===== src/rtl/tt_mask_idx_rcv.sv =====
// Receive side of the mask/index credit interface: buffers incoming items in a
// credit-sized FIFO and unpacks them into one element per handshake for the LSU.
module tt_mask_idx_rcv #(
  parameter int unsigned VLEN         = 256,
  parameter int unsigned MASK_CREDITS = 2,
  localparam int unsigned VlW         = $clog2(VLEN + 1)
) (
  input  logic           i_clk,
  input  logic           i_reset,
  input  logic           i_mask_idx_valid,
  input  logic [64:0]    i_mask_idx_item,
  input  logic           i_mask_idx_last_idx,
  output logic           o_mask_idx_credit,
  input  logic           i_op_start,
  input  logic           i_is_indexed,
  input  logic [VlW-1:0] i_vl,
  output logic           o_elem_valid,
  input  logic           i_elem_ready,
  output logic           o_elem_mask,
  output logic [63:0]    o_elem_index,
  output logic           o_elem_last,
  output logic           o_busy,
  output logic           o_overflow_err,
  output logic           o_proto_err
);

  localparam int unsigned CntW = $clog2(MASK_CREDITS + 1);
  localparam int unsigned PtrW = (MASK_CREDITS > 1) ? $clog2(MASK_CREDITS) : 1;

  typedef enum logic {StIdle, StActive} state_e;

  state_e          state_q, state_d;
  logic            is_indexed_q, is_indexed_d;
  logic [VlW-1:0]  vl_q, vl_d;
  logic [VlW-1:0]  elem_cnt_q, elem_cnt_d;
  logic [5:0]      bitptr_q, bitptr_d;
  logic [65:0]     mem_q [MASK_CREDITS];
  logic [65:0]     mem_d [MASK_CREDITS];
  logic [PtrW-1:0] wr_ptr_q, wr_ptr_d, rd_ptr_q, rd_ptr_d;
  logic [CntW-1:0] count_q, count_d;
  logic            credit_q, credit_d;
  logic            overflow_q, overflow_d;
  logic            proto_q, proto_d;

  logic        empty, full, elem_valid, hs, at_last, pop, push;
  logic [65:0] head;
  logic [63:0] head_word;

  function automatic logic [PtrW-1:0] ptr_inc(input logic [PtrW-1:0] p);
    return (p == PtrW'(MASK_CREDITS - 1)) ? '0 : p + PtrW'(1);
  endfunction

  // Handshake, pop/push decisions and element outputs.
  always_comb begin
    empty      = (count_q == '0);
    full       = (count_q == CntW'(MASK_CREDITS));
    head       = mem_q[rd_ptr_q];
    head_word  = head[63:0];
    elem_valid = (state_q == StActive) && !empty;
    hs         = elem_valid && i_elem_ready;
    at_last    = (elem_cnt_q == (vl_q - VlW'(1)));
    // Strided words cover 64 elements; the final word may be partial.
    pop        = hs && (is_indexed_q || (bitptr_q == 6'd63) || at_last);
    // A push into a full FIFO is still taken when the head leaves this cycle.
    push       = i_mask_idx_valid && (!full || pop);

    o_elem_valid      = elem_valid;
    o_elem_mask       = elem_valid && (is_indexed_q ? head[64] : head_word[bitptr_q]);
    o_elem_index      = !elem_valid ? '0 : (is_indexed_q ? head_word : 64'(elem_cnt_q));
    o_elem_last       = elem_valid && at_last;
    o_busy            = (state_q == StActive);
    o_mask_idx_credit = credit_q;
    o_overflow_err    = overflow_q;
    o_proto_err       = proto_q;
  end

  // FIFO next state and error flags.
  always_comb begin
    mem_d      = mem_q;
    wr_ptr_d   = wr_ptr_q;
    rd_ptr_d   = rd_ptr_q;
    count_d    = count_q;
    credit_d   = pop;
    overflow_d = overflow_q | (i_mask_idx_valid && full && !pop);
    proto_d    = proto_q | (pop && (at_last != head[65]));
    if (push) begin
      mem_d[wr_ptr_q] = {i_mask_idx_last_idx, i_mask_idx_item};
      wr_ptr_d        = ptr_inc(wr_ptr_q);
    end
    if (pop) begin
      rd_ptr_d = ptr_inc(rd_ptr_q);
    end
    if (push && !pop) begin
      count_d = count_q + CntW'(1);
    end else if (pop && !push) begin
      count_d = count_q - CntW'(1);
    end
  end

  // Op sequencing: IDLE waits for a non-empty op, ACTIVE runs until element vl-1.
  always_comb begin
    state_d      = state_q;
    is_indexed_d = is_indexed_q;
    vl_d         = vl_q;
    elem_cnt_d   = elem_cnt_q;
    bitptr_d     = bitptr_q;
    unique case (state_q)
      StIdle: begin
        if (i_op_start && (i_vl != '0)) begin
          state_d      = StActive;
          is_indexed_d = i_is_indexed;
          vl_d         = i_vl;
          elem_cnt_d   = '0;
          bitptr_d     = '0;
        end
      end
      StActive: begin
        if (hs) begin
          elem_cnt_d = elem_cnt_q + VlW'(1);
          bitptr_d   = bitptr_q + 6'd1;
          if (at_last) begin
            state_d = StIdle;
          end
        end
      end
      default: state_d = StIdle;
    endcase
  end

  // Control and status registers.
  always_ff @(posedge i_clk) begin
    if (i_reset) begin
      state_q      <= StIdle;
      is_indexed_q <= 1'b0;
      vl_q         <= '0;
      elem_cnt_q   <= '0;
      bitptr_q     <= '0;
      wr_ptr_q     <= '0;
      rd_ptr_q     <= '0;
      count_q      <= '0;
      credit_q     <= 1'b0;
      overflow_q   <= 1'b0;
      proto_q      <= 1'b0;
    end else begin
      state_q      <= state_d;
      is_indexed_q <= is_indexed_d;
      vl_q         <= vl_d;
      elem_cnt_q   <= elem_cnt_d;
      bitptr_q     <= bitptr_d;
      wr_ptr_q     <= wr_ptr_d;
      rd_ptr_q     <= rd_ptr_d;
      count_q      <= count_d;
      credit_q     <= credit_d;
      overflow_q   <= overflow_d;
      proto_q      <= proto_d;
    end
  end

  // FIFO storage; contents are don't-care while the count says empty.
  always_ff @(posedge i_clk) begin
    mem_q <= mem_d;
  end

endmodule

===== config.mk =====
export PLATFORM = sky130hd
export DESIGN_NAME = tt_mask_idx_rcv
export DESIGN_NICKNAME = d
export VERILOG_FILES = /design/src/rtl/tt_mask_idx_rcv.sv
export SDC_FILE = /design/constraint.sdc
export NUM_CORES = 1
export LEC_CHECK = 0
export ABC_AREA = 1
export BUFFER_PORTS_ARGS = -buffer_cell sky130_fd_sc_hd__buf_4
export CAP_MARGIN = 0
export CELL_PAD_IN_SITES_DETAIL_PLACEMENT = 0
export CELL_PAD_IN_SITES_GLOBAL_PLACEMENT = 2
export CORE_UTILIZATION = 36
export CTS_CLUSTER_DIAMETER = 30
export DETAILED_ROUTE_END_ITERATION = 16
export PLACE_DENSITY = 0.82
export SETUP_SLACK_MARGIN = 0.4
export SYNTH_ARGS = -nofsm -noshare
export SYNTH_HDL_FRONTEND = slang
export SYNTH_SLANG_ARGS = --single-unit

===== constraint.sdc =====
create_clock -name i_clk -period 13 [get_ports i_clk]
set_clock_uncertainty 0.1 [all_clocks]
set_input_delay 1.95 -clock i_clk [delete_from_list [all_inputs] [get_ports i_clk]]
set_output_delay 1.95 -clock i_clk [all_outputs]
set_load 0.005 [all_outputs]

==> flow_summary.json <==
{
  "clkPwrFrac_pct": 40.9,
  "holdPathStages": 2,
  "drive_above_1_share_pct": 21.5,
  "maxSlewHeadroom_pct": 24.7,
  "cts_buffers": 17,
  "die_w_um": 147,
  "p_comb_share_pct": 10.8,
  "multi_input_area_um2": 2540,
  "critPathBufInv": 4,
  "grt_max_degree": 67,
  "syn_inst": 809,
  "cts_sinks": 165,
  "n_fill_cell": 2032,
  "ff2ff_path_depth": 9,
  "cp_num_cells": 15,
  "grt_pass1_vias": 5645,
  "grt_remaining_overflow": 0,
  "syn-cell-area_um2": 7560,
  "path_cells": "buf_4, inv_2, o21ai_0, nand2_1, nand3_1, nand2_1, nand2_1, nand2_1, nand2_1, nor2_1, nand2_1, nand3_1, nand2_1, inv_1, buf_4",
  "antenna_cells": 0,
  "nets": 1034,
  "seqPwrFrac_pct": 48.4,
  "crit_required_ns": 10.95,
  "worstSetupPathType": "register to primary output",
  "synth_common_cells": "213 x nand2_1, 132 x edfxtp_1, 71 x a21oi_1",
  "hold_violations": 0,
  "cap_violations": 0,
  "syn_area_per_cell_um2": 9.35,
  "syn_to_final_growth_pct": 26.0,
  "grt_use_total_pct": 19.6,
  "swShare_pct": 24.9,
  "register_area_um2": 4630,
  "via_count": 5941,
  "ys_top_cells_by_area": "edfxtp_1 52%, nand2_1 11%, dfxtp_1 8.7%, a21oi_1 4.7%, nand3_1 3.8%",
  "setup_tns_ns": 0,
  "ir_worst_vdd_v": 0.0000903,
  "synth_edf_count": 132,
  "setup.worst_path.start": "rd_ptr_q",
  "finalWirelength_mm": 20.8,
  "yosysTopAreaCell": "edfxtp_1",
  "fmax_mhz": 177,
  "hold_path.class": "register to register",
  "status": "finished clean",
  "ant_nets": 0,
  "synth.distinct_cells": 38,
  "cpPeakStageDelay_ns": 0.67,
  "synth_async_sr_flop_share_pct": 0,
  "portBuffers": 151,
  "worst_slew_pin_slew_ns": 1.13,
  "clk_pin_slew_worst_paths_ns": 0.07,
  "pre_cts_ws_ns": 7.80,
  "internal_power_uw": 969,
  "synth_most_common_cell": "nand2_1",
  "drtPass1Iterations": 5,
  "synth_nets": 894,
  "ios": 152,
  "synth_top_area_share_pct": 52.4,
  "dpl.hpwl_mm": 14.4,
  "first_iter_violations": 245,
  "dieArea_um2": 21600,
  "yosys_warnings": 0,
  "fin_cells": 1232,
  "antenna_found_initial": 0,
  "postCtsHoldBufs": 0,
  "period_minus_slack_ns": 5.64,
  "start_util_pct": 37.0,
  "critPathSlowestCell": "dfxtp_2",
  "vias_per_cell": 4.82,
  "place_inst": 1200,
  "setup_slack_ns": 7.36,
  "cts_tree": "built",
  "core_um2": 20400,
  "post_cts_buffers": 0,
  "cp-end-kind": "primary output",
  "ctsResizeCount": 0,
  "globalplace.congestion": 0.769,
  "die_y_um": 147,
  "rows": 52,
  "rsz0062_at_grt": "no",
  "startpoint_type": "register",
  "arrival_ns": 3.59,
  "r2r_start": "o_busy",
  "ys.flop_type": "edfxtp_1",
  "path_delay_family": "buffers and inverters",
  "min_from": "o_proto_err",
  "routedWlPerCell_um": 16.9,
  "power_density_nw_per_um2": 135,
  "drt_drc_violations_left": 0,
  "seq_area_frac_synth_pct": 61.1,
  "period_share_pct": 43.4,
  "p_switching_uw": 322,
  "clockBufferDepth": 2,
  "htreeDepth": 4,
  "setup-violations-final": 0,
  "ys_seq_elements": 165,
  "crit_top_cell": "nand2_1",
  "maxSlewViolCount": 0,
  "grt_pass1_wl_mm": 31.7,
  "power_leakage_nw": 3.99,
  "crit_fanout": 54,
  "clk_latency_ns": 0.43,
  "utilization_pct": 46.7,
  "cts_root_buf": "clkbuf_16"
}
## path summary, 6_finish.rpt
kind | slack (ns) | end
max | 7.36 | o_elem_mask
min | 0.36 | o_proto_err
max reg2reg | 9.79 | mem_q[70]
min reg2reg | 0.36 | o_proto_err
## final cells by class
cell class	count	share of cell area, %
Sequential cell	165	48.5
Multi-Input combinational cell	544	26.7
Timing Repair Buffer	155	12.2
Clock buffer	17	4.46
Tap cell	270	3.54
Inverter	66	2.60
Clock inverter	15	2.01
## power by group through the flow
| stage | clock network (mW) | logic (mW) | registers, mW |
|---|---|---|---|
| 4_1_cts | 0.535 | 0.142 | 0.624 |
| 6_report | 0.527 | 0.139 | 0.624 |
| 3_3_place_gp | 0 | 0.140 | 0.636 |
| 3_5_place_dp | 0 | 0.141 | 0.636 |
| 2_1_floorplan | 0 | 0.0817 | 0.633 |
| 5_1_grt | 0.558 | 0.156 | 0.627 |
## placed cells by master, fill, tap and decap left out, types with 13 or more instances in the layout
cell	instances
or2_1	15
nand2_1	212
edfxtp_1	132
nand3_1	58
a21oi_1	71
dfxtp_1	32
o21ai_0	56
o21ai_1	13
buf_4	155
nor2_1	65
clkbuf_16	17
inv_1	56
## stage by stage
step	power (mW)	area, um^2	hold WS (ns)
finish	1.29	9530	0.356
global placement	0.776	8920	0.345
CTS	1.30	9530	0.361
floorplan	0.714	7560	0.336
detailed placement	0.777	8920	0.348
global route	1.34	9530	0.380
## logic make-up (layout without fill, tap and decap cells)
family	count (synthesis)	in the layout	share of synthesized area, %
buffers and inverters	100	253	5.41
multiplexers	1	1	0.132
flip-flops	165	165	61.1
AO/OA/AOI/OAI	158	158	11.0
XOR/XNOR	8	8	0.926
AND/OR/NAND/NOR	373	373	20.7
adder cells (fa/ha/maj)	4	4	0.662
## tightest hold or removal path, delay by kind of cell, from the launching register on
kind	cells	cell delay (ns)
flops	1	0.31
simple gates	2	0.10
## sequential cells by signal, indices dropped and copies added (netlist names)
name	count
mem_q	132
elem_cnt_q	9
vl_q	9
bitptr_q	6
count_q	2
is_indexed_q	1
o_busy	1
o_mask_idx_credit	1
o_overflow_err	1
o_proto_err	1
rd_ptr_q	1
wr_ptr_q	1
## metal layers
metal | vias up | wire (um) | track usage, %
met5 | - | 0 | 0
li1 | 3015 | - | -
met3 | 17 | 938 | 3.57
met4 | 0 | 199 | 5.10
met1 | 2782 | 9510 | 26.9
met2 | 127 | 10200 | 31.9
Note: power is estimated with default switching activity, not from simulation.
